[src/rtl/number_grid_controller_if.sv]
// Pixel query, hit/round control and tile-status bundle between the VGA
// front end and the number grid controller.
interface number_grid_controller_if;
  logic [10:0] pixelX;
  logic [10:0] pixelY;
  logic        startOfFrame;
  logic        singleHit;
  logic        newRound;
  logic        numDR;
  logic [4:0]  tileIdx;
  logic [5:0]  offsetX;
  logic [5:0]  offsetY;
  logic [3:0]  tileDigit;
  logic [31:0] aliveMask;
  logic [15:0] score;
  logic        allCleared;

  modport master (
    output pixelX, pixelY, startOfFrame, singleHit, newRound,
    input  numDR, tileIdx, offsetX, offsetY, tileDigit, aliveMask, score, allCleared
  );

  modport slave (
    input  pixelX, pixelY, startOfFrame, singleHit, newRound,
    output numDR, tileIdx, offsetX, offsetY, tileDigit, aliveMask, score, allCleared
  );
endinterface

[src/rtl/number_grid_controller.sv]
// Grid of random-digit tiles: loads digits from an LFSR, resolves the pixel
// under the beam to a tile, scores hits and respawns hit tiles after a delay.
module number_grid_controller #(
  parameter int          ROWS           = 4,
  parameter int          COLS           = 3,
  parameter int          TOP_LEFT_X     = 150,
  parameter int          TOP_LEFT_Y     = 100,
  parameter int          X_DIFF         = 50,
  parameter int          Y_DIFF         = 50,
  parameter int          TILE_W         = 32,
  parameter int          TILE_H         = 32,
  parameter int          RESPAWN_FRAMES = 60,
  parameter logic [15:0] LFSR_SEED      = 16'hACE1
) (
  input logic clk,
  input logic reset,
  number_grid_controller_if.slave bus
);

  localparam int         N        = ROWS * COLS;
  localparam logic [4:0] LAST_IDX = 5'(N - 1);
  localparam logic [7:0] RESPAWN  = 8'(RESPAWN_FRAMES);

  // state | meaning
  // IDLE  | one cycle after reset release
  // LOAD  | writing tile load_idx_q with a fresh digit, one tile per cycle
  // RUN   | hits scored, dead tiles count frames down to respawn
  typedef enum logic [1:0] {IDLE, LOAD, RUN} state_t;

  state_t       state_q, state_d;
  logic [4:0]   load_idx_q, load_idx_d;
  logic         load_en;
  logic         run;
  logic [15:0]  lfsr;
  logic [3:0]   new_digit;
  logic [N-1:0] alive;
  logic [N-1:0] in_tile;
  logic [N-1:0] hit_mask;
  logic [N-1:0] expire_mask;
  logic [N-1:0] alive_run;
  logic [3:0]   digit [N];
  logic [7:0]   cnt [N];
  logic [11:0]  dx [N];
  logic [11:0]  dy [N];
  logic [15:0]  score;
  logic [16:0]  score_sum;
  logic         all_cleared;
  logic         hit_en;
  logic         m_hit;
  logic [4:0]   m_idx;
  logic [5:0]   m_dx;
  logic [5:0]   m_dy;
  logic [3:0]   m_digit;
  logic         num_dr_q;
  logic [4:0]   tile_idx_q;
  logic [5:0]   offset_x_q;
  logic [5:0]   offset_y_q;
  logic [3:0]   tile_digit_q;
  logic [31:0]  mask_ext;

  always_ff @(posedge clk or posedge reset) begin
    if (reset) lfsr <= LFSR_SEED;
    else       lfsr <= {lfsr[14:0], lfsr[15] ^ lfsr[13] ^ lfsr[12] ^ lfsr[10]};
  end

  assign new_digit = (lfsr[3:0] < 4'd10) ? lfsr[3:0] : lfsr[3:0] - 4'd10;

  always_ff @(posedge clk or posedge reset) begin
    if (reset) begin
      state_q    <= IDLE;
      load_idx_q <= '0;
    end else begin
      state_q    <= state_d;
      load_idx_q <= load_idx_d;
    end
  end

  always_comb begin
    state_d    = state_q;
    load_idx_d = load_idx_q;
    load_en    = 1'b0;
    case (state_q)
      IDLE: begin
        state_d    = LOAD;
        load_idx_d = '0;
      end
      LOAD: begin
        load_en = 1'b1;
        if (load_idx_q == LAST_IDX) begin
          state_d    = RUN;
          load_idx_d = '0;
        end else begin
          load_idx_d = load_idx_q + 5'd1;
        end
      end
      RUN: ;
      default: state_d = IDLE;
    endcase
    if (bus.newRound) begin
      state_d    = LOAD;
      load_idx_d = '0;
      load_en    = 1'b0;
    end
  end

  assign run = (state_q == RUN) && !bus.newRound;

  // 12-bit arithmetic keeps pixel - origin from aliasing into the tile window
  for (genvar g = 0; g < N; g++) begin : g_tile
    localparam int X0 = TOP_LEFT_X + (g / ROWS) * X_DIFF;
    localparam int Y0 = TOP_LEFT_Y + (g % ROWS) * Y_DIFF;
    assign dx[g] = {1'b0, bus.pixelX} - 12'(X0);
    assign dy[g] = {1'b0, bus.pixelY} - 12'(Y0);
    assign in_tile[g] = ({1'b0, bus.pixelX} >= 12'(X0)) && (dx[g] < 12'(TILE_W)) &&
                        ({1'b0, bus.pixelY} >= 12'(Y0)) && (dy[g] < 12'(TILE_H)) &&
                        alive[g];
  end

  always_comb begin
    m_hit   = 1'b0;
    m_idx   = '0;
    m_dx    = '0;
    m_dy    = '0;
    m_digit = '0;
    for (int i = N - 1; i >= 0; i--) begin
      if (in_tile[i]) begin
        m_hit   = 1'b1;
        m_idx   = 5'(i);
        m_dx    = dx[i][5:0];
        m_dy    = dy[i][5:0];
        m_digit = digit[i];
      end
    end
  end

  assign hit_en = run && bus.singleHit && m_hit;

  always_comb begin
    hit_mask    = '0;
    expire_mask = '0;
    for (int i = 0; i < N; i++) begin
      hit_mask[i]    = hit_en && (m_idx == 5'(i));
      expire_mask[i] = run && !alive[i] && (cnt[i] == 8'd0);
    end
  end

  assign alive_run = (alive & ~hit_mask) | expire_mask;
  assign score_sum = {1'b0, score} + {13'd0, m_digit};

  always_ff @(posedge clk or posedge reset) begin
    if (reset) begin
      alive       <= '0;
      score       <= '0;
      all_cleared <= 1'b0;
      for (int i = 0; i < N; i++) begin
        digit[i] <= '0;
        cnt[i]   <= '0;
      end
    end else begin
      all_cleared <= run && (|alive) && (alive_run == '0);
      if (bus.newRound) begin
        alive <= '0;
        for (int i = 0; i < N; i++) cnt[i] <= '0;
      end else begin
        for (int i = 0; i < N; i++) begin
          if (load_en && (load_idx_q == 5'(i))) begin
            alive[i] <= 1'b1;
            digit[i] <= new_digit;
            cnt[i]   <= '0;
          end else if (hit_mask[i]) begin
            alive[i] <= 1'b0;
            cnt[i]   <= RESPAWN;
          end else if (expire_mask[i]) begin
            alive[i] <= 1'b1;
            digit[i] <= new_digit;
          end else if (run && !alive[i] && bus.startOfFrame && (cnt[i] != 8'd0)) begin
            cnt[i] <= cnt[i] - 8'd1;
          end
        end
        if (hit_en) score <= score_sum[16] ? 16'hFFFF : score_sum[15:0];
      end
    end
  end

  always_ff @(posedge clk or posedge reset) begin
    if (reset) begin
      num_dr_q     <= 1'b0;
      tile_idx_q   <= '0;
      offset_x_q   <= '0;
      offset_y_q   <= '0;
      tile_digit_q <= '0;
    end else begin
      num_dr_q     <= m_hit;
      tile_idx_q   <= m_idx;
      offset_x_q   <= m_dx;
      offset_y_q   <= m_dy;
      tile_digit_q <= m_digit;
    end
  end

  always_comb begin
    mask_ext        = '0;
    mask_ext[N-1:0] = alive;
  end

  assign bus.numDR      = num_dr_q;
  assign bus.tileIdx    = tile_idx_q;
  assign bus.offsetX    = offset_x_q;
  assign bus.offsetY    = offset_y_q;
  assign bus.tileDigit  = tile_digit_q;
  assign bus.aliveMask  = mask_ext;
  assign bus.score      = score;
  assign bus.allCleared = all_cleared;

endmodule

[src/flat_wrapper.sv]
// flat-port wrapper written by rule: the top's interface ports become plain ports
module number_grid_controller_flat 
#(
  parameter int          ROWS           = 4,
  parameter int          COLS           = 3,
  parameter int          TOP_LEFT_X     = 150,
  parameter int          TOP_LEFT_Y     = 100,
  parameter int          X_DIFF         = 50,
  parameter int          Y_DIFF         = 50,
  parameter int          TILE_W         = 32,
  parameter int          TILE_H         = 32,
  parameter int          RESPAWN_FRAMES = 60,
  parameter logic [15:0] LFSR_SEED      = 16'hACE1
)
  (clk, reset, bus_pixelX, bus_pixelY, bus_startOfFrame, bus_singleHit, bus_newRound, bus_numDR, bus_tileIdx, bus_offsetX, bus_offsetY, bus_tileDigit, bus_aliveMask, bus_score, bus_allCleared);
  number_grid_controller_if bus_i ();
  input logic clk;
  input logic reset;
  input wire logic [$bits(bus_i.pixelX)-1:0] bus_pixelX;
  input wire logic [$bits(bus_i.pixelY)-1:0] bus_pixelY;
  input wire logic [$bits(bus_i.startOfFrame)-1:0] bus_startOfFrame;
  input wire logic [$bits(bus_i.singleHit)-1:0] bus_singleHit;
  input wire logic [$bits(bus_i.newRound)-1:0] bus_newRound;
  output wire logic [$bits(bus_i.numDR)-1:0] bus_numDR;
  output wire logic [$bits(bus_i.tileIdx)-1:0] bus_tileIdx;
  output wire logic [$bits(bus_i.offsetX)-1:0] bus_offsetX;
  output wire logic [$bits(bus_i.offsetY)-1:0] bus_offsetY;
  output wire logic [$bits(bus_i.tileDigit)-1:0] bus_tileDigit;
  output wire logic [$bits(bus_i.aliveMask)-1:0] bus_aliveMask;
  output wire logic [$bits(bus_i.score)-1:0] bus_score;
  output wire logic [$bits(bus_i.allCleared)-1:0] bus_allCleared;
  assign bus_i.pixelX = bus_pixelX;
  assign bus_i.pixelY = bus_pixelY;
  assign bus_i.startOfFrame = bus_startOfFrame;
  assign bus_i.singleHit = bus_singleHit;
  assign bus_i.newRound = bus_newRound;
  assign bus_numDR = bus_i.numDR;
  assign bus_tileIdx = bus_i.tileIdx;
  assign bus_offsetX = bus_i.offsetX;
  assign bus_offsetY = bus_i.offsetY;
  assign bus_tileDigit = bus_i.tileDigit;
  assign bus_aliveMask = bus_i.aliveMask;
  assign bus_score = bus_i.score;
  assign bus_allCleared = bus_i.allCleared;
  number_grid_controller #(.ROWS(ROWS), .COLS(COLS), .TOP_LEFT_X(TOP_LEFT_X), .TOP_LEFT_Y(TOP_LEFT_Y), .X_DIFF(X_DIFF), .Y_DIFF(Y_DIFF), .TILE_W(TILE_W), .TILE_H(TILE_H), .RESPAWN_FRAMES(RESPAWN_FRAMES), .LFSR_SEED(LFSR_SEED)) u_core (.clk(clk), .reset(reset), .bus(bus_i));
endmodule
[config.mk]
export PLATFORM = sky130hd
export DESIGN_NAME = number_grid_controller_flat
export DESIGN_NICKNAME = d
export VERILOG_FILES = /design/src/rtl/number_grid_controller_if.sv /design/src/rtl/number_grid_controller.sv /design/src/flat_wrapper.sv
export SDC_FILE = /design/constraint.sdc
export NUM_CORES = 1
export LEC_CHECK = 0
export CAP_MARGIN = 15
export CORE_ASPECT_RATIO = 0.8
export CORE_MARGIN = 3
export CORE_UTILIZATION = 45
export CTS_BUF_LIST = sky130_fd_sc_hd__clkbuf_8
export DETAILED_ROUTE_END_ITERATION = 8
export GPL_TIMING_DRIVEN = 0
export HOLD_SLACK_MARGIN = 0.15
export PLACE_DENSITY = 0.73
export SLEW_MARGIN = 20
export SYNTH_ARGS = -nofsm -noshare
export SYNTH_HDL_FRONTEND = slang
export SYNTH_SLANG_ARGS = --single-unit
[constraint.sdc]
create_clock -name clk -period 10.4 [get_ports clk]
set_input_delay 2.6 -clock clk [delete_from_list [all_inputs] [get_ports clk]]
set_output_delay 2.6 -clock clk [all_outputs]
set_load 0.05 [all_outputs]
**Yosys cells after proc, flatten, opt, wreduce, memory -nomap -nowiden**

Index checks and enable logic that the tools add are counted.

- $add $sub $neg: 22
- $lt $le $gt $ge: 15
- Mux-type cells: 192
- Reductions and logical operators: 221
- Eq/ne operators: 50
- Bitwise operators: 7

Operator list:

| cell | number |
|---|---|
| 8-bit two-way mux | 48 |
| 4-bit two-way mux | 61 |
| 6-bit two-way mux | 24 |
| 1-bit logical AND | 116 |
| 8-bit zero test | 12 |
| 96-bit two-way mux | 1 |
| 4-bit nonzero test | 24 |
| 8-bit nonzero test | 12 |
| 8-bit by 1-bit subtractor with 8-bit output, second input constant | 12 |
| 12-bit by 6-bit < comparator with 1-bit output, second input constant | 7 |
| 11-bit by 8-bit subtractor with 12-bit output, second input constant | 6 |
| 11-bit by 8-bit >= comparator with 1-bit output, second input constant | 6 |
| 1-bit two-way mux | 50 |
| 4-bit by 3-bit != test with 1-bit output, second input constant | 12 |
| 3-bit AND reduction | 12 |
| 2-bit AND reduction | 14 |
| 2-bit != test, second input constant | 13 |
| 2-bit nonzero test | 12 |
| 5-bit by 3-bit == test with 1-bit output, second input constant | 4 |
| 5-bit by 4-bit == test with 1-bit output, second input constant | 4 |
| 16-bit by 4-bit adder with 17-bit output | 1 |
| 4-bit by 3-bit == test with 1-bit output, second input constant | 4 |
| 4-bit == test, second input constant | 4 |
| 16-bit two-way mux | 1 |
| other kinds (28) | 47 |

- Input bits: 27
- Register bits after elaboration: 217
- Logic and storage cells: 553
- Output and inout port bits: 71

**Depth between registers and ports, before layout**

Gate-level depths: netlist of run 1.

- Word-level depth: 25
- Mapped depth: 23
- Mapped depth without buffers: 22

**Worst setup path before layout of run 1**

Ideal clock, no wire load.

- Path kind: input to register
- Start: in bus_pixelX[1]
- End: reg u_core.score[14] (netlist: u_core.bus.score[14])
- Data arrival time: 6,661 ps
- Cell stages on the path: 22
- Required time: 10,274 ps
- Setup slack: 3,613 ps
- Cell sequence: inv_1 > ha_1 > nand2b_1 > o21ai_0 > o31ai_1 > o211ai_1 > clkbuf_1 > or2_0 > o22ai_1 > o311a_1 > o31ai_1 > a32o_1 > inv_1 > fa_1 > nor2b_1 > o21ai_0 > nand2b_1 > nand3_1 > nor4_1 > nand4_1 > xor2_1 > nand2_1

- Cells in the longest elaborated chain, start to end: 20

Ends and longest elaborated chain:

| what | line | source |
|---|---|---|
| from (decl) | flat_wrapper.sv:19 | `input wire logic [$bits(bus_i.pixelX)-1:0] bus_pixelX;` |
| 11-bit by 8-bit subtractor with 12-bit output | number_grid_controller.sv:112 | `assign dx[g] = {1'b0, bus.pixelX} - 12'(X0);` |
| 12-bit by 6-bit < comparator with 1-bit output | number_grid_controller.sv:114 | `assign in_tile[g] = ({1'b0, bus.pixelX} >= 12'(X0)) && (dx[g] < 12'(TILE_W)) &&` |
| 1-bit logical AND (2 in a row) | number_grid_controller.sv:114 |  |
| 1-bit logical AND (2 in a row) | number_grid_controller.sv:115 | `({1'b0, bus.pixelY} >= 12'(Y0)) && (dy[g] < 12'(TILE_H)) &&` |
| 4-bit two-way mux (11 in a row) | number_grid_controller.sv:126 | `if (in_tile[i]) begin` |
| 4-bit two-way mux * | number_grid_controller.sv:126 |  |
| named net u_core.m_digit[1] | number_grid_controller.sv:53 | `logic [3:0] m_digit;` |
| 16-bit by 4-bit adder with 17-bit output * | number_grid_controller.sv:148 | `assign score_sum = {1'b0, score} + {13'd0, m_digit};` |
| 16-bit two-way mux * | number_grid_controller.sv:180 | `if (hit_en) score <= score_sum[16] ? 16'hFFFF : score_sum[15:0];` |
| to (signal assigned) | number_grid_controller.sv:180 |  |
| to (decl) | number_grid_controller.sv:45 | `logic [15:0] score;` |

Mark *: on every way through the listed nets, which the timed path passes. The rest lies on a longest branch.
A chain may end at the register's enable or synchronous reset.

**Worst setup path in the final report of run 1**

- Start: in bus_pixelX[2]
- End: reg u_core.score[14] (netlist: u_core.bus.score[14])

The elaborated chain is that of the path after synthesis.

==> results.py, run 1 <==
metrics = {
    "final_layout": {
        "area_growth_pct": 16.77,
        "drive_gt1_share_pct": 11.24,
        "fin_nets": 1561,
        "antenna_cells": 0,
        "fillers": 2434,
    },
    "logic_synthesis": {
        "ys_top_cells_by_area": "dfrtp_1 (42%), mux2_2 (4.7%), nand2_1 (4.3%)",
        "yosysTopAreaCell": "dfrtp_1",
        "synth_top_family_by_area": "simple AND/OR/NAND/NOR gates",
        "ys_seq_area_share_pct": 43.81,
        "synth-compound-area-share_pct": 16.64,
        "syn_inst": 1359,
        "synthFlopType": "dfrtp_1",
        "synth.top_cell.area_share_pct": 42.12,
        "yosys_warnings": 0,
        "synth_mux_area_share_pct": 5.118,
        "syn-cell-area_sq_mm": 0.01242,
        "ys_ff_latch": 217,
        "syn_area_per_cell_sq_um": 9.138,
        "synth-xor-area-share_pct": 4.514,
        "yosys.area_share.simple_pct": 21.04,
        "synthArstFlopShare_pct": 100.0,
        "synth_edf_count": 0,
        "synthAdderAreaFrac_pct": 3.990,
        "yosysUniqueCellTypes": 84,
    },
    "status": {
        "status": "complete, no violations",
    },
    "die": {
        "coreArea_sq_mm": 0.02672,
        "rows": 53,
        "initial_core_util_pct": 46.47,
        "top_level_ports": 98,
        "die_x_microns": 191.7,
        "die_h_microns": 154.6,
        "die-area_sq_mm": 0.02964,
    },
    "cts": {
        "post_cts_resized": 0,
        "insertion_delay_ns": 0.55,
        "clock_path_buffers": 3,
        "root_buffer": "clkbuf_8",
        "cts_htree_levels": 2,
        "cts_tree": "done",
        "clock_sinks": 217,
        "post_cts_buffers": 0,
        "cts_hold_buf": 0,
        "clk_pin_slew_ns": 0.06,
        "numCtsBuffers": 38,
    },
    "routing": {
        "routedLengthMet1_microns": 15280,
        "dr_wl_met3_microns": 2886,
        "wl_per_cell_microns": 17.45,
        "drc": 0,
        "via_per_inst": 5.800,
        "final_antenna_net_count": 0,
        "wl_microns": 32770,
        "drtPass1Iterations": 5,
        "top_layer_used": "met4",
        "drtIter0Drc": 1019,
        "via_count": 10890,
        "dr_wl_met2_microns": 13940,
    },
    "grt": {
        "antenna_found_initial": 0,
        "grt_max_degree": 95,
        "grt_overflow": 0,
        "grt_pass1_wl_microns": 52870,
        "grt_usage_pct": 21.86,
        "grt_pass1_vias": 10260,
    },
    "timing": {
        "layout_min_cycle_time_ns": 8.184,
        "clock_skew_ns": 0.01388,
        "grt_setup_unrepaired": "false",
        "max-slew-margin-rel_pct": 28.42,
        "hold_viol_final": 0,
        "finalSetupViolCount": 0,
        "drv_slew": 0,
        "fin_ws_ns": 2.216,
        "tightestPinTransition_ns": 1.065,
        "finalCritPeriodShare_pct": 78.69,
        "max_clock_freq_mhz": 122.2,
    },
    "worst_setup_path": {
        "crit_slowest_cell": "clkdlybuf4s50_1",
        "reg2regPathDepth": 20,
        "arrival_ns": 8.60,
        "cp.required_ns": 10.82,
        "crit_fanout": 10,
        "end_kind": "flip-flop",
        "crit_path_start_kind": "input port",
        "slowest_delay_ns": 0.62,
        "crit_type": "in -> reg",
        "cp_cell_sequence": "clkdlybuf4s50_1 > inv_1 > ha_1 > nand2b_1 > o21ai_0 > o31ai_1 > o211ai_1 > clkbuf_1 > or2_0 > o22ai_1 > o311ai_0 > a221oi_1 > o22ai_1 > ha_1 > inv_1 > fa_1 > nor2b_1 > o21ai_0 > nand2b_1 > nand3_1 > nor4_1 > nand4_1 > xor2_1 > nand2_1",
    },
    "pwr": {
        "p_total_uw": 1860,
        "irDropWorstVdd_mv": 0.1186,
        "p_per_area_mw_per_mm2": 128.2,
        "power_leakage_uw": 0.006525,
    },
    "placement": {
        "place_ws_ns": 1.744,
        "port-buffer-count": 72,
        "dp_hpwl_microns": 23890,
        "gp_congestion": 0.9540,
    },
    "run": {
        "drv_cap": 0,
    },
    "hold_path": {
        "hp-class": "reg -> reg",
        "holdPathStages": 0,
    },
}
[state kept, by name (all words and copies together) (netlist names)]
name,cells
u_core.cnt,96
u_core.bus.tileIdx,4
u_core.digit,48
u_core.load_idx_q,5
u_core.alive,12
u_core.bus.offsetX,6
u_core.bus.tileDigit,4
u_core.bus.numDR,1
u_core.lfsr,16
u_core.bus.allCleared,1
u_core.bus.score,16
u_core.bus.offsetY,6
u_core.state_q,2
[critical path, delay by kind of cell]
kind                       cells  cell delay (ns)
and+or+nand+nor                8             1.85
buffers and inverters          4             1.18
xor gates and xnor gates       1             0.17
AOI/OAI and AO/OA              8             1.92
adders and majority gates      3             0.86
[routing by layer]
metal	track usage, %	vias up
li1	-	5096
met1	32.27	5270
met2	32.06	465
met3	4.736	62
met4	6.846	0
met5	0	-
[where the power goes]
group | leakage [uW] | internal [uW] | switching, uW
clock network | 0.000433 | 432 | 367
logic | 0.00313 | 62.4 | 126
registers | 0.00296 | 858 | 14.7
total | 0.00652 | 1350 | 508
[metrics by stage]
stage | TNS [ns] | hold slack [ns] | area (sq um) | utilization, % | cells
final | 0 | 0.3543 | 14500 | 54.26 | 1878
after global routing | 0 | 0.3600 | 14500 | 54.26 | 1878
after CTS | 0 | 0.3550 | 14500 | 54.26 | 1878
after detailed placement | 0 | 0.3411 | 13730 | 51.38 | 1812
after global placement | -216.79 | 0.3365 | 13670 | 51.14 | 1810
after floorplan | 0 | 0.3312 | 12500 | - | 1381
[area by class of cell]
cell class                      count  area [sq um]  area share [%]
Inverter                           60         232.7           1.605
Timing Repair Buffer               74         775.7           5.350
Buffer                             74         377.9           2.606
Clock buffer                       50         688.2           4.746
Sequential cell                   217          5440           37.52
Tap cell                          357         446.7           3.080
Multi-Input combinational cell   1030          6457           44.53
Clock inverter                     16         81.33          0.5609
[cells in the mapped netlist, types with 20 or more instances]
library cell  count
nor3_1           56
clkbuf_1         45
buf_4            23
inv_1            59
ha_1             38
xor2_1           24
xnor2_1          40
or3_1            25
dfrtp_1         209
a211oi_1         20
nand3_1          54
nand2_1         141
nor2_1          135
mux2_2           52
o21ai_0          41
a21oi_1         104
[cell usage in the layout, fill, tap and decap left out, types with 41 or more instances in the layout]
master | netlist | layout
mux2_2 | 52 | 52
nor2_1 | 135 | 135
a21oi_1 | 104 | 104
o21ai_0 | 41 | 41
dfrtp_1 | 209 | 209
nand2_1 | 141 | 141
nor3_1 | 56 | 56
nand3_1 | 54 | 54
inv_1 | 59 | 67
clkbuf_8 | 0 | 50
clkdlybuf4s50_1 | 0 | 72
clkbuf_1 | 45 | 45
[final timing paths]
check                                      from                    end  slack (ns)
max in group asynchronous                 reset         u_core.lfsr[5]        7.18
worst max register to register  u_core.alive[9]   u_core.bus.score[14]        5.22
worst min register to register   u_core.lfsr[5]         u_core.lfsr[6]        0.35
worst min-delay path             u_core.lfsr[5]         u_core.lfsr[6]        0.35
min in group asynchronous                 reset  u_core.bus.offsetX[3]        2.42
worst max-delay path              bus_pixelX[2]   u_core.bus.score[14]        2.22
[logic make-up (layout without fill, tap and decap cells)]
group	Yosys count	count (layout)
AO/OA/AOI/OAI	308	308
XOR/XNOR	64	64
adder cells (fa/ha/maj)	39	39
buffers and inverters	134	274
flip-flops	217	217
multiplexers	57	57
other	1	23
AND/OR/NAND/NOR	539	539
(Power assumes the default switching activity.)
==> inputs of run 2 (changes only) <==
--- a/config.mk
+++ b/config.mk
@@ -13,7 +13,7 @@
 export DETAILED_ROUTE_END_ITERATION = 8
 export GPL_TIMING_DRIVEN = 0
 export HOLD_SLACK_MARGIN = 0.15
-export PLACE_DENSITY = 0.73
+export PLACE_DENSITY = 0.76
 export SLEW_MARGIN = 20
 export SYNTH_ARGS = -nofsm -noshare
 export SYNTH_HDL_FRONTEND = slang
==> constraint.sdc (replaced) <==
create_clock -name clk -period 7.2 [get_ports clk]
set_input_delay 1.8 -clock clk [delete_from_list [all_inputs] [get_ports clk]]
set_output_delay 1.8 -clock clk [all_outputs]
set_load 0.05 [all_outputs]
==> results.py, run 2 (synthesized netlist as in run 1, its figures left out) <==
metrics = {
    "final_layout": {
        "final_cell_mix": "dfrtp_1 (209), nand2_1 (141), nor2_1 (135)",
        "top_register": "u_core.cnt",
        "stdcell_area_sq_mm": 0.01458,
        "top_regs": "u_core.cnt x96, u_core.digit x48",
        "antenna_cells": 0,
        "area_growth_pct": 17.43,
        "layout_commonest_cell": "dfrtp_1",
        "fillers": 2385,
        "fin_nets": 1567,
        "fin_cells": 1880,
        "drive_gt1_share_pct": 11.82,
        "largest_reg_flops": 96,
    },
    "hold_path": {
        "hp-class": "reg -> reg",
        "holdPathStages": 0,
        "hold_start": "u_core.lfsr[8]",
        "min_to": "u_core.lfsr[9]",
    },
    "cts": {
        "clk_pin_slew_ns": 0.06,
        "cts_tree": "done",
        "numCtsBuffers": 37,
        "root_buffer": "clkbuf_8",
        "cts_hold_buf": 0,
        "clock_sinks": 217,
        "clock_path_buffers": 3,
        "cts_htree_levels": 2,
        "insertion_delay_ns": 0.55,
    },
    "timing": {
        "max_clock_freq_mhz": 148.6,
        "drv_slew": 0,
        "layout_min_cycle_time_ns": 6.728,
        "tightestPinTransition_ns": 1.082,
        "clock_skew_ns": 0.02822,
        "max-slew-margin-rel_pct": 27.70,
        "whs_ns": 0.3501,
        "timing.setup.tns_ns": 0,
        "finalSetupViolCount": 0,
        "finalCritPeriodShare_pct": 93.45,
        "hold_viol_final": 0,
        "grt_setup_unrepaired": "false",
    },
    "grt": {
        "grt_usage_pct": 21.62,
        "grt_overflow": 0,
        "grt_pass1_vias": 10300,
        "antenna_found_initial": 0,
        "grt_pass1_wl_microns": 52420,
        "grt_max_degree": 37,
    },
    "worst_setup_path": {
        "crit_type": "in -> reg",
        "crit_path_start_kind": "input port",
        "r2r-end": "u_core.bus.score[14]",
        "end_kind": "flip-flop",
        "cp_cell_sequence": "clkdlybuf4s50_1 > buf_4 > inv_1 > ha_1 > a21oi_1 > xnor2_1 > a211oi_1 > a21oi_1 > nor2_1 > a221oi_1 > o311ai_1 > a221oi_1 > o22ai_1 > ha_1 > inv_1 > fa_1 > nor2b_1 > o21ai_0 > nand2b_1 > nand3_1 > nor4_4 > nand4_1 > xor2_1 > nand2_1",
        "timing.rr.start": "u_core.alive[9]",
        "slowest_delay_ns": 0.62,
        "crit_fanout": 9,
        "crit_slowest_cell": "a211oi_1",
        "arrival_ns": 7.15,
        "cp.required_ns": 7.62,
        "r2r_setup_slack_ns": 2.28,
        "reg2regPathDepth": 20,
    },
    "routing": {
        "drc": 0,
        "drtPass1Iterations": 7,
        "drtIter0Drc": 1009,
        "via_per_inst": 5.806,
        "via_count": 10920,
        "final_antenna_net_count": 0,
        "wl_per_cell_microns": 17.40,
        "wl_microns": 32710,
    },
    "die": {
        "coreArea_sq_mm": 0.02672,
        "die-area_sq_mm": 0.02964,
        "rows": 53,
        "die_h_microns": 154.6,
        "die_x_microns": 191.7,
        "initial_core_util_pct": 46.47,
        "top_level_ports": 98,
    },
    "status": {
        "status": "complete, no violations",
    },
    "placement": {
        "dp_hpwl_microns": 24190,
        "port-buffer-count": 72,
        "post-place-cells": 1817,
        "placed_cell_area_sq_mm": 0.01381,
        "gp_congestion": 0.9433,
    },
    "run": {
        "drv_cap": 0,
    },
    "pwr": {
        "irDropWorstVdd_mv": 0.1182,
        "p_per_area_mw_per_mm2": 180.4,
        "power_leakage_uw": 0.006565,
        "p_total_uw": 2631,
    },
}
==> run 2: layer usage <==
layer,share of wire (%),track usage (%),vias up
met5,0,0,-
met2,43,32.30,489
li1,-,-,5114
met3,9.3,4.940,102
met4,3.3,7.405,0
met1,45,30.91,5211
==> run 2: worst max-delay path by stage <==
stage,slack (ns),from,to,cells after the start
floorplan,1.21,bus_pixelX[1],u_core.bus.score[14],22
global placement,-0.67,bus_pixelY[2],u_core.bus.score[14],23
detailed placement,-0.85,bus_pixelY[2],u_core.bus.score[14],23
CTS,0.16,bus_pixelX[2],u_core.bus.score[14],24
global route,0.06,bus_pixelX[2],u_core.bus.score[14],24
finish,0.47,bus_pixelY[3],u_core.bus.score[14],24
==> run 2: timing repair <==
| action | CTS | global route |
|---|---|---|
| pin swaps | 1 | 1 |
| setup endpoints to repair | 3 | 15 |
| gates resized for setup | 1 | 8 |
| gates cloned | 0 | 0 |
| buffers inserted | 1 | 1 |
==> run 2: final cells by class <==
class | instances | area (sq um) | share of cell area [%]
buffer | 74 | 379.1 | 2.600
clock buffer | 48 | 660.6 | 4.530
clock inverter | 13 | 58.81 | 0.4033
inverter | 60 | 229.0 | 1.570
multi-input combinational | 1030 | 6492 | 44.52
sequential | 217 | 5440 | 37.31
tap | 357 | 446.7 | 3.063
timing repair buffer | 81 | 875.8 | 6.006
==> run 2: power by group <==
| group | internal, uW | total, uW | switching (uW) | leakage (uW) |
|---|---|---|---|---|
| Combinational | 95.0 | 277 | 182 | 0.00319 |
| Clock | 594 | 1090 | 498 | 0.000408 |
| Sequential | 1240 | 1260 | 21.9 | 0.00296 |
==> run 2: worst max-delay path, delay by kind of cell <==
kind                     cells  cell delay (ns)
AO/OA/AOI/OAI                8             1.96
XOR/XNOR                     2             0.32
adder cells (fa/ha/maj)      3             0.84
buffers and inverters        4             0.94
AND/OR/NAND/NOR              7             1.28
==> run 2: metrics by stage <==
stage | util [%] | setup WS, ns
after detailed placement | 51.68 | -0.8504
after CTS | 54.43 | 0.1647
after global routing | 54.57 | 0.05787
final | 54.57 | 0.4716
after global placement | 51.16 | -0.6691
after floorplan | - | 1.213
==> inputs of run 3 (changes only) <==
--- a/config.mk
+++ b/config.mk
@@ -14,7 +14,7 @@
 export GPL_TIMING_DRIVEN = 0
 export HOLD_SLACK_MARGIN = 0.15
 export PLACE_DENSITY = 0.76
-export SLEW_MARGIN = 20
+export SLEW_MARGIN = 25
 export SYNTH_ARGS = -nofsm -noshare
 export SYNTH_HDL_FRONTEND = slang
 export SYNTH_SLANG_ARGS = --single-unit
==> results.py, run 3 (synthesized netlist as in run 1, its figures left out) <==
metrics = {
    "die": {
        "die-area_sq_mm": 0.02964,
        "top_level_ports": 98,
        "initial_core_util_pct": 46.47,
        "rows": 53,
        "coreArea_sq_mm": 0.02672,
        "die_h_microns": 154.6,
        "die_x_microns": 191.7,
    },
    "cts": {
        "numCtsBuffers": 37,
        "cts_hold_buf": 0,
        "root_buffer": "clkbuf_8",
        "cts_htree_levels": 2,
        "cts_tree": "done",
        "clock_sinks": 217,
        "clk_pin_slew_ns": 0.06,
        "insertion_delay_ns": 0.55,
        "clock_path_buffers": 3,
    },
    "timing": {
        "max-slew-margin-rel_pct": 27.92,
        "max_clock_freq_mhz": 147.1,
        "tightestPinTransition_ns": 1.073,
        "fin_ws_ns": 0.4033,
        "clock_skew_ns": 0.03648,
        "layout_min_cycle_time_ns": 6.797,
        "finalCritPeriodShare_pct": 94.40,
        "hold_viol_final": 0,
        "drv_slew": 0,
        "finalSetupViolCount": 0,
    },
    "worst_setup_path": {
        "critPathCapture": "u_core.bus.score[14]",
        "crit_fanout": 10,
        "cp_cell_sequence": "clkdlybuf4s50_1 > inv_1 > ha_1 > nand2b_1 > o21ai_0 > o31ai_1 > o211ai_1 > clkbuf_2 > or2_1 > o22ai_1 > o311a_1 > o31ai_1 > a32o_1 > inv_1 > fa_1 > nor2b_1 > o21ai_0 > nand2b_1 > nand3_1 > nor4_4 > nand4_1 > xor2_1 > nand2_1",
        "reg2regPathDepth": 19,
        "cp.required_ns": 7.60,
        "crit_cells": 23,
        "timing.rr.start": "u_core.alive[9]",
        "slowest_delay_ns": 0.60,
        "crit_type": "in -> reg",
        "crit_path_start_kind": "input port",
        "crit_slowest_cell": "clkdlybuf4s50_1",
        "r2r-end": "u_core.bus.score[14]",
        "arrival_ns": 7.19,
        "end_kind": "flip-flop",
        "r2r_setup_slack_ns": 2.45,
        "path_buf_inv": 4,
        "crit_path_start": "bus_pixelX[2]",
        "cp_top_family": "compound AO/OA/AOI/OAI gates",
    },
    "grt": {
        "grt_max_degree": 34,
        "grt_pass1_vias": 10280,
        "grt_usage_pct": 21.66,
        "grt_overflow": 0,
        "grt_pass1_wl_microns": 52550,
        "antenna_found_initial": 0,
    },
    "hold_path": {
        "hp-class": "reg -> reg",
    },
    "final_layout": {
        "antenna_cells": 0,
        "largest_reg_flops": 96,
        "area_growth_pct": 17.81,
        "fillers": 2380,
        "top_register": "u_core.cnt",
        "fin_util_pct": 54.75,
        "final_cell_mix": "dfrtp_1 (209), nand2_1 (141), nor2_1 (135)",
        "layout_commonest_cell": "dfrtp_1",
        "drive_gt1_share_pct": 12.08,
        "fin_nets": 1568,
        "top_regs": "u_core.cnt x96, u_core.digit x48",
    },
    "routing": {
        "via_per_inst": 5.825,
        "drtIter0Drc": 1066,
        "wl_per_cell_microns": 17.42,
        "drtPass1Iterations": 7,
        "drc": 0,
        "final_antenna_net_count": 0,
        "via_count": 10950,
        "wl_microns": 32740,
    },
    "run": {
        "drv_cap": 0,
    },
    "placement": {
        "gp_congestion": 0.9433,
        "place_ws_ns": -0.8734,
        "dp_hpwl_microns": 24150,
        "port-buffer-count": 72,
    },
    "pwr": {
        "p_per_area_mw_per_mm2": 181.4,
        "power_leakage_uw": 0.006580,
        "irDropWorstVdd_mv": 0.1033,
        "p_total_uw": 2653,
    },
    "status": {
        "status": "complete, no violations",
    },
}
run 3: layout make-up:
| cell class | count | area, sq um | area share [%] |
|---|---|---|---|
| multi-input combinational | 1030 | 6509 | 44.49 |
| sequential | 217 | 5440 | 37.18 |
| timing repair buffer | 82 | 903.4 | 6.175 |
| clock buffer | 46 | 633.1 | 4.327 |
| tap | 357 | 446.7 | 3.053 |
| buffer | 74 | 379.1 | 2.591 |
| inverter | 60 | 229.0 | 1.565 |
| clock inverter | 14 | 90.09 | 0.6158 |
run 3: metrics by stage:
step	TNS, ns	instances	hold WS, ns	cell area (sq um)
after floorplan	0	1381	0.3312	12500
after global placement	-4.748	1810	0.3365	13670
after detailed placement	-6.349	1818	0.3372	13840
after CTS	0	1879	0.3494	14580
after global routing	-0.005032	1880	0.3579	14630
final	0	1880	0.3450	14630
run 3: worst reg2reg max path: cells and delay by family (launching register included):
| kind | cells | cell delay [ns] |
|---|---|---|
| AND/OR/NAND/NOR | 8 | 1.50 |
| AO/OA/AOI/OAI | 7 | 1.61 |
| flip-flops | 1 | 0.37 |
| XOR/XNOR | 1 | 0.19 |
| adder cells (fa/ha/maj) | 1 | 0.42 |
| buffers and inverters | 2 | 0.53 |
run 3: timing repair:
action	CTS	global route
setup endpoints to repair	3	15
setup buffers	1	1
pin swaps	1	1
gates resized for setup	1	9
run 3: worst min-delay path by stage:
stage / from / end / slack, ns / cells past startpoint
CTS: u_core.lfsr[8] / u_core.lfsr[9] / 0.35 / 0
global placement: u_core.lfsr[14] / u_core.lfsr[15] / 0.34 / 0
detailed placement: u_core.lfsr[8] / u_core.lfsr[9] / 0.34 / 0
finish: u_core.lfsr[8] / u_core.lfsr[9] / 0.34 / 0
global route: u_core.lfsr[5] / u_core.lfsr[6] / 0.36 / 0
floorplan: u_core.lfsr[8] / u_core.lfsr[9] / 0.33 / 0
run 3: power breakdown:
group          switching, uW  internal, uW
Combinational            185          96.8
Sequential              22.0          1240
Clock                    502           609
Total                    708          1940
run 3: layer usage:
metal / vias to the layer above / wire, microns / GRT usage (%)
met5: - / 0 / 0
met4: 0 / 818 / 6.392
met3: 83 / 2905 / 4.623
met2: 491 / 14230 / 32.52
met1: 5265 / 14790 / 31.50
li1: 5112 / - / -
